### src/rtl/pe_pkg.sv
// Shared types and helpers for the pe row scheduler: data width, FSM state encoding,
// and the number of valid convolution outputs per pass.
package pe_pkg;

  localparam int TOP_BITS_C   = 2;
  localparam int BOT_BITS_C   = 14;
  localparam int DATA_WIDTH_C = TOP_BITS_C + BOT_BITS_C;

  typedef enum logic [2:0] {
    IDLE_S   = 3'd0,
    CLR_S    = 3'd1,
    LOADW_S  = 3'd2,
    STREAM_S = 3'd3,
    DRAIN_S  = 3'd4
  } sched_state_t;

  // Valid (unpadded) output positions of a KxK kernel over an HxW image.
  function automatic int out_count(input int h, input int w, input int k);
    return (h - k + 1) * (w - k + 1);
  endfunction

endpackage

### src/rtl/pe_addr_gen.sv
// Linear address walker: base + count, split into column/row to give row parity, plus a last flag.
// Registered state; init_i wins over adv_i so a new phase can start in the cycle the old one ends.
module pe_addr_gen #(
  parameter int ADDR_W = 10,
  parameter int CNT_W  = 10
) (
  input  logic              clk_i,
  input  logic              rst_i,
  input  logic              init_i,
  input  logic              adv_i,
  input  logic [ADDR_W-1:0] base_i,
  input  logic [CNT_W-1:0]  len_i,
  input  logic [CNT_W-1:0]  cols_i,
  output logic [ADDR_W-1:0] addr_o,
  output logic              even_row_o,
  output logic              last_o
);

  logic [ADDR_W-1:0] base_q;
  logic [CNT_W-1:0]  len_q, cols_q, lin_q, col_q;
  logic              odd_q;

  always_ff @(posedge clk_i) begin
    if (rst_i) begin
      base_q <= '0;
      len_q  <= '0;
      cols_q <= '0;
      lin_q  <= '0;
      col_q  <= '0;
      odd_q  <= 1'b0;
    end else if (init_i) begin
      base_q <= base_i;
      len_q  <= len_i;
      cols_q <= cols_i;
      lin_q  <= '0;
      col_q  <= '0;
      odd_q  <= 1'b0;
    end else if (adv_i) begin
      lin_q <= lin_q + 1'b1;
      if (col_q == cols_q - 1'b1) begin
        col_q <= '0;
        odd_q <= ~odd_q;
      end else begin
        col_q <= col_q + 1'b1;
      end
    end
  end

  // Truncation to ADDR_W gives the modulo-2^ADDR_W wrap.
  assign addr_o     = base_q + ADDR_W'(lin_q);
  assign even_row_o = ~odd_q;
  assign last_o     = (lin_q == len_q - 1'b1);

endmodule

### src/rtl/pe_row_sched.sv
// One kernel-row pass: clear + K weight loads, H*W ifmap stream, then wait for all psums and pulse done.
// First read 2 cycles after start; no backpressure. Optional perf counters under PE_ROW_SCHED_PERF_EN.
module pe_row_sched
  import pe_pkg::*;
#(
  parameter int G_BUF_ADDR_WIDTH = 10,
  parameter int G_BUF_DATA_WIDTH = 8,
  parameter int G_TOP_BITS       = TOP_BITS_C,
  parameter int G_BOT_BITS       = BOT_BITS_C,
  parameter int G_KERNEL_SIZE    = 5,
  parameter int G_IMAGE_HEIGHT   = 28,
  parameter int G_IMAGE_WIDTH    = 28
) (
  input  logic                              clk_i,
  input  logic                              rst_i,
  input  logic                              start_i,
  input  logic [G_BUF_ADDR_WIDTH-1:0]       w_base_i,
  input  logic [G_BUF_ADDR_WIDTH-1:0]       x_base_i,
  output logic                              buf_rd_en_o,
  output logic [G_BUF_ADDR_WIDTH-1:0]       buf_addr_o,
  input  logic [G_BUF_DATA_WIDTH-1:0]       buf_data_i,
  output logic                              weight_clr_o,
  output logic                              weight_vld_o,
  output logic [G_TOP_BITS+G_BOT_BITS-1:0]  weight_o,
  output logic                              ifmap_vld_o,
  output logic                              ifmap_row_o,
  output logic [G_TOP_BITS+G_BOT_BITS-1:0]  ifmap_o,
  input  logic                              psum_vld_i,
  output logic                              busy_o,
  output logic                              done_o
`ifdef PE_ROW_SCHED_PERF_EN
  ,
  output logic [31:0]                       perf_cycles_o,
  output logic [15:0]                       perf_psums_o
`endif
);

  localparam int DW       = G_TOP_BITS + G_BOT_BITS;
  localparam int NPIX_C   = G_IMAGE_HEIGHT * G_IMAGE_WIDTH;
  localparam int CNT_W    = $clog2(NPIX_C + 1);
  localparam int TARGET_C = out_count(G_IMAGE_HEIGHT, G_IMAGE_WIDTH, G_KERNEL_SIZE);

  sched_state_t                state_q, state_d;
  logic [G_BUF_ADDR_WIDTH-1:0] w_base_q, x_base_q;
  logic [CNT_W-1:0]            psum_cnt_q;
  logic                        wv_q, iv_q, row_q;

  logic                        rd_en, gen_init, gen_even, gen_last;
  logic [G_BUF_ADDR_WIDTH-1:0] gen_base, gen_addr;
  logic [CNT_W-1:0]            gen_len, gen_cols;
  logic [DW-1:0]               buf_sext;
  logic                        psum_full;

  assign psum_full = (psum_cnt_q == CNT_W'(TARGET_C));

  always_comb begin
    state_d  = state_q;
    rd_en    = 1'b0;
    gen_init = 1'b0;
    gen_base = w_base_q;
    gen_len  = CNT_W'(G_KERNEL_SIZE);
    gen_cols = CNT_W'(G_KERNEL_SIZE);
    case (state_q)
      IDLE_S:  if (start_i) state_d = CLR_S;
      CLR_S: begin
        gen_init = 1'b1;
        state_d  = LOADW_S;
      end
      LOADW_S: begin
        rd_en = 1'b1;
        // Re-arm the walker for the ifmap so streaming starts without a bubble.
        if (gen_last) begin
          gen_init = 1'b1;
          gen_base = x_base_q;
          gen_len  = CNT_W'(NPIX_C);
          gen_cols = CNT_W'(G_IMAGE_WIDTH);
          state_d  = STREAM_S;
        end
      end
      STREAM_S: begin
        rd_en = 1'b1;
        if (gen_last) state_d = DRAIN_S;
      end
      DRAIN_S: if (psum_full) state_d = IDLE_S;
      default: state_d = IDLE_S;
    endcase
  end

  pe_addr_gen #(
    .ADDR_W (G_BUF_ADDR_WIDTH),
    .CNT_W  (CNT_W)
  ) u_addr_gen (
    .clk_i      (clk_i),
    .rst_i      (rst_i),
    .init_i     (gen_init),
    .adv_i      (rd_en),
    .base_i     (gen_base),
    .len_i      (gen_len),
    .cols_i     (gen_cols),
    .addr_o     (gen_addr),
    .even_row_o (gen_even),
    .last_o     (gen_last)
  );

  always_ff @(posedge clk_i) begin
    if (rst_i) begin
      state_q    <= IDLE_S;
      w_base_q   <= '0;
      x_base_q   <= '0;
      psum_cnt_q <= '0;
      wv_q       <= 1'b0;
      iv_q       <= 1'b0;
      row_q      <= 1'b0;
    end else begin
      state_q <= state_d;
      wv_q    <= (state_q == LOADW_S);
      iv_q    <= (state_q == STREAM_S);
      row_q   <= (state_q == STREAM_S) && gen_even;
      if (state_q == IDLE_S && start_i) begin
        w_base_q   <= w_base_i;
        x_base_q   <= x_base_i;
        psum_cnt_q <= '0;
      end else if ((state_q == STREAM_S || state_q == DRAIN_S) && psum_vld_i && !psum_full) begin
        psum_cnt_q <= psum_cnt_q + 1'b1;
      end
    end
  end

  assign buf_sext     = {{(DW-G_BUF_DATA_WIDTH){buf_data_i[G_BUF_DATA_WIDTH-1]}}, buf_data_i};
  assign buf_rd_en_o  = rd_en;
  assign buf_addr_o   = rd_en ? gen_addr : '0;
  assign weight_clr_o = (state_q == CLR_S);
  assign weight_vld_o = wv_q;
  assign weight_o     = wv_q ? buf_sext : '0;
  assign ifmap_vld_o  = iv_q;
  assign ifmap_row_o  = row_q;
  assign ifmap_o      = iv_q ? buf_sext : '0;
  assign busy_o       = (state_q != IDLE_S);
  assign done_o       = (state_q == DRAIN_S) && psum_full;

`ifdef PE_ROW_SCHED_PERF_EN
  logic [31:0] perf_cycles_q;

  always_ff @(posedge clk_i) begin
    if (rst_i) begin
      perf_cycles_q <= '0;
    end else if (state_q == IDLE_S && start_i) begin
      perf_cycles_q <= '0;
    end else if (state_q != IDLE_S) begin
      perf_cycles_q <= perf_cycles_q + 1'b1;
    end
  end

  assign perf_cycles_o = perf_cycles_q;
  assign perf_psums_o  = 16'(psum_cnt_q);
`endif

endmodule
### config.mk
export PLATFORM = sky130hd
export DESIGN_NAME = pe_row_sched
export DESIGN_NICKNAME = d
export VERILOG_FILES = /design/src/rtl/pe_pkg.sv /design/src/rtl/pe_addr_gen.sv /design/src/rtl/pe_row_sched.sv
export SDC_FILE = /design/constraint.sdc
export NUM_CORES = 1
export LEC_CHECK = 0
export ABC_AREA = 1
export CAP_MARGIN = 10
export CORE_UTILIZATION = 40
export DETAILED_ROUTE_END_ITERATION = 12
export PLACE_DENSITY = 0.67
export SYNTH_ARGS = -nofsm -noshare
export SYNTH_HDL_FRONTEND = slang
export SYNTH_SLANG_ARGS = --single-unit
### constraint.sdc
create_clock -name clk_i -period 2 [get_ports clk_i]
set_input_delay 0.4 -clock clk_i [delete_from_list [all_inputs] [get_ports clk_i]]
set_output_delay 0.4 -clock clk_i [all_outputs]
set_load 0.02 [all_outputs]
==> flow_metrics.py <==
metrics = {
    "timing": {
        "worstMarginPinSlew_ns": 0.395,
        "slew_headroom_pct": 73.6,
        "layout_setup_ws_ns": -0.459,
        "fin_crit_ns": 2.46,
        "fin_skew_ns": 0.0119,
        "fin_crit_sh_pct": 123,
        "hold_slack_ns": 0.447,
        "rsz0062_at_grt": "yes",
        "finalSetupTns_ns": -2.32,
        "setup_viol": 8,
        "max_freq_mhz": 407,
        "drv_slew": 0,
        "hold_viol_final": 0,
    },
    "drt": {
        "wl_mm": 10.6,
        "ant_nets": 0,
        "first_pass_iters": 4,
        "drcViolationCount": 0,
        "vias_per_cell": 4.78,
        "num_vias": 4079,
        "drt_iter0_markers": 107,
        "wl_per_cell_um": 12.4,
    },
    "min_path": {
        "hp-class": "register to register",
    },
    "floorplan": {
        "row_count": 36,
        "die_x_um": 103,
        "dieArea_sq_um": 10600,
        "die_y_um": 103,
        "start_util_pct": 41.6,
        "io_pins": 81,
        "design.core.area_sq_um": 9820,
    },
    "power_and_ir_drop": {
        "p_seq_share_pct": 38.3,
        "p_int_mw": 2.81,
        "power.switching_mw": 1.83,
        "pwr-share-comb_pct": 39.0,
        "power_density_nw_per_um2": 812,
        "switching_share_pct": 39.5,
        "power_leakage_nw": 2.67,
        "peakVddDrop_v": 0.000599,
        "clock_power_share_pct": 22.7,
    },
    "yosys": {
        "synthArstFlopShare_pct": 0,
        "synth_edf_count": 0,
        "synth.area.top_cells": "dfxtp_1 34%, nand2_1 13%, inv_1 7.3%, a21oi_1 5.5%, ha_1 5.5%",
        "syn_inst": 597,
        "syn_area_per_cell_sq_um": 6.84,
        "synth_top_area_cell": "dfxtp_1",
        "synth_nets": 648,
        "ys_types": 39,
        "synth_area_sq_um": 4080,
        "ys_ff_latch": 70,
        "ys.flop_type": "dfxtp_1",
        "seq_area_frac_synth_pct": 34.3,
        "yosysWarnings": 0,
        "yosysTopAreaCellShare_pct": 34.3,
    },
    "placed_design": {
        "gp_congestion": 0.937,
        "dp.final_hpwl_mm": 7.79,
        "port_buffers": 80,
    },
    "setup_path": {
        "worstPathRequired_ns": 1.60,
        "cp_num_buf_inv": 3,
        "crit_path_max_fanout": 2,
        "slowest_delay_ns": 0.36,
        "critPathTopFamily": "adder cells",
        "crit_arrival_ns": 2.06,
        "criticalPathCategory": "register to output port",
        "path_cells": "ha_4, inv_2, fa_2, o21ai_2, nand2_2, buf_4, o21ai_2, xnor2_1, nor2_2, buf_6",
        "endpoint_kind": "output port",
        "slowest_stage": "dfxtp_4",
        "cp-start-kind": "register",
        "path_common_cell": "o21ai_2",
    },
    "clock_tree": {
        "cts_sinks": 70,
        "path_clk_slew_ns": 0.08,
        "cts_made_buffers": 9,
        "cts_tree": "built",
        "cts_buffer_depth": 2,
        "cts_max_level": 3,
        "clkLatencyLatePin_ns": 0.35,
        "clock-root-buffer": "clkbuf_8",
        "postCtsHoldBufs": 0,
    },
    "outcome": {
        "violations": "setup timing",
        "status": "finished, violations left",
    },
    "layout": {
        "nNetsFinal": 767,
        "mostFrequentLayoutCells": "131 x nand2_1, 75 x inv_1, 66 x buf_4",
        "drive_gt1_share_pct": 22.3,
        "final_common_cell": "nand2_1",
        "antenna_cells": 0,
        "synthToLayoutAreaGrowth_pct": 40.0,
        "post-route-util_pct": 58.2,
        "final.fill_count": 951,
    },
    "grt": {
        "track_usage_pct": 20.5,
        "grt_max_degree": 41,
        "grt-ovfl-total": 0,
        "first_global_vias": 3764,
        "grt_pass1_wl_mm": 16.8,
        "antenna_found_initial": 0,
    },
    "flow_run": {
        "drv_cap": 0,
    },
}
==> sequential cells by signal, summed over array words and instances (netlist names) <==
signal / count
psum_cnt_q: 10
u_addr_gen.cols_q: 1
w_base_q: 10
u_addr_gen.col_q: 10
u_addr_gen.len_q: 2
u_addr_gen.odd_q: 1
state_q: 3
u_addr_gen.base_q: 10
x_base_q: 10
weight_vld_o: 1
u_addr_gen.lin_q: 10
ifmap_row_o: 1
ifmap_vld_o: 1
==> per-stage QoR <==
step	total power, mW	cells	instance area (sq um)	worst slack (ns)
6_report	4.64	854	5710	-0.459
5_1_grt	4.97	854	5710	-0.567
4_1_cts	4.65	848	5610	-0.439
3_5_place_dp	3.58	830	5280	-0.585
3_3_place_gp	3.52	830	5280	-0.554
2_1_floorplan	2.94	597	4120	0.0170
==> layer usage <==
layer  vias up  global-route usage, %  part of all wire (%)
met5         -                      0                     0
li1       2128                      -                     -
met1      1853                   25.7                    45
met3        27                   3.66                   3.7
met4         0                   8.78                   2.9
met2        71                   34.5                    48
==> timing repair <==
action,4_1_cts,5_1_grt
resized for setup,119,22
hold endpoints to repair,0,0
gates cloned,0,1
pin swaps,17,9
setup buffers,2,5
setup endpoints to repair,41,43
==> cell type report <==
type                       instances  area [sq um]  area share [%]
tap                              133           166            2.91
timing repair inverter             1          5.00          0.0876
inverter                          87           339            5.93
sequential                        70          1430            24.9
clock inverter                     7          56.3           0.985
clock buffer                       9           124            2.17
multi-input combinational        405          2380            41.6
timing repair buffer             142          1220            21.3
==> path summary, 6_finish.rpt <==
check	to	start	slack, ns	depth (start not counted)
worst max-delay path	buf_addr_o[6]	u_addr_gen.lin_q[0]	-0.46	10
worst min register to register	w_base_q[4]	w_base_q[4]	0.45	2
worst max register to register	u_addr_gen.col_q[2]	u_addr_gen.cols_q[2]	0.10	9
worst min-delay path	w_base_q[4]	w_base_q[4]	0.45	2
==> synth_stat cells, types with 2 or more instances <==
cell type  number
buf_6           2
o22ai_1         2
o21ai_0        36
xor2_1         17
buf_2           6
inv_2           6
a21oi_1        45
nand2_1       136
xnor2_1        10
inv_1          79
nand3b_1        2
nand2_2         2
nand4_1        10
nand3_1        31
nand2_4         2
buf_4          17
nor3_2          3
dfxtp_1        70
ha_1           18
nor3_1         18
nor2_2          3
nor2_1         57
clkbuf_1        9
==> power groups by stage <==
stage	sequential (mW)	combinational [mW]	clock, mW
after floorplan	1.79	1.15	0
after global routing	1.80	2.02	1.15
final	1.78	1.81	1.05
after CTS	1.78	1.79	1.09
after detailed placement	1.79	1.79	0
after global placement	1.79	1.74	0
==> cells by family after synthesis <==
family,share of synthesized area [%]
AO/OA/AOI/OAI,12.0
XOR/XNOR,5.79
adder cells (fa/ha/maj),6.01
buffers and inverters,13.4
flip-flops,34.3
AND/OR/NAND/NOR,28.4
==> worst register-to-register path: cells and delay by family (launching register included) <==
family / cells / cell delay, ns
buf+inv: 2 / 0.24
fa+ha+maj: 2 / 0.47
xor+xnor: 1 / 0.18
simple gates: 4 / 0.50
flops: 1 / 0.39
Note: power is estimated with default switching activity, not from simulation.
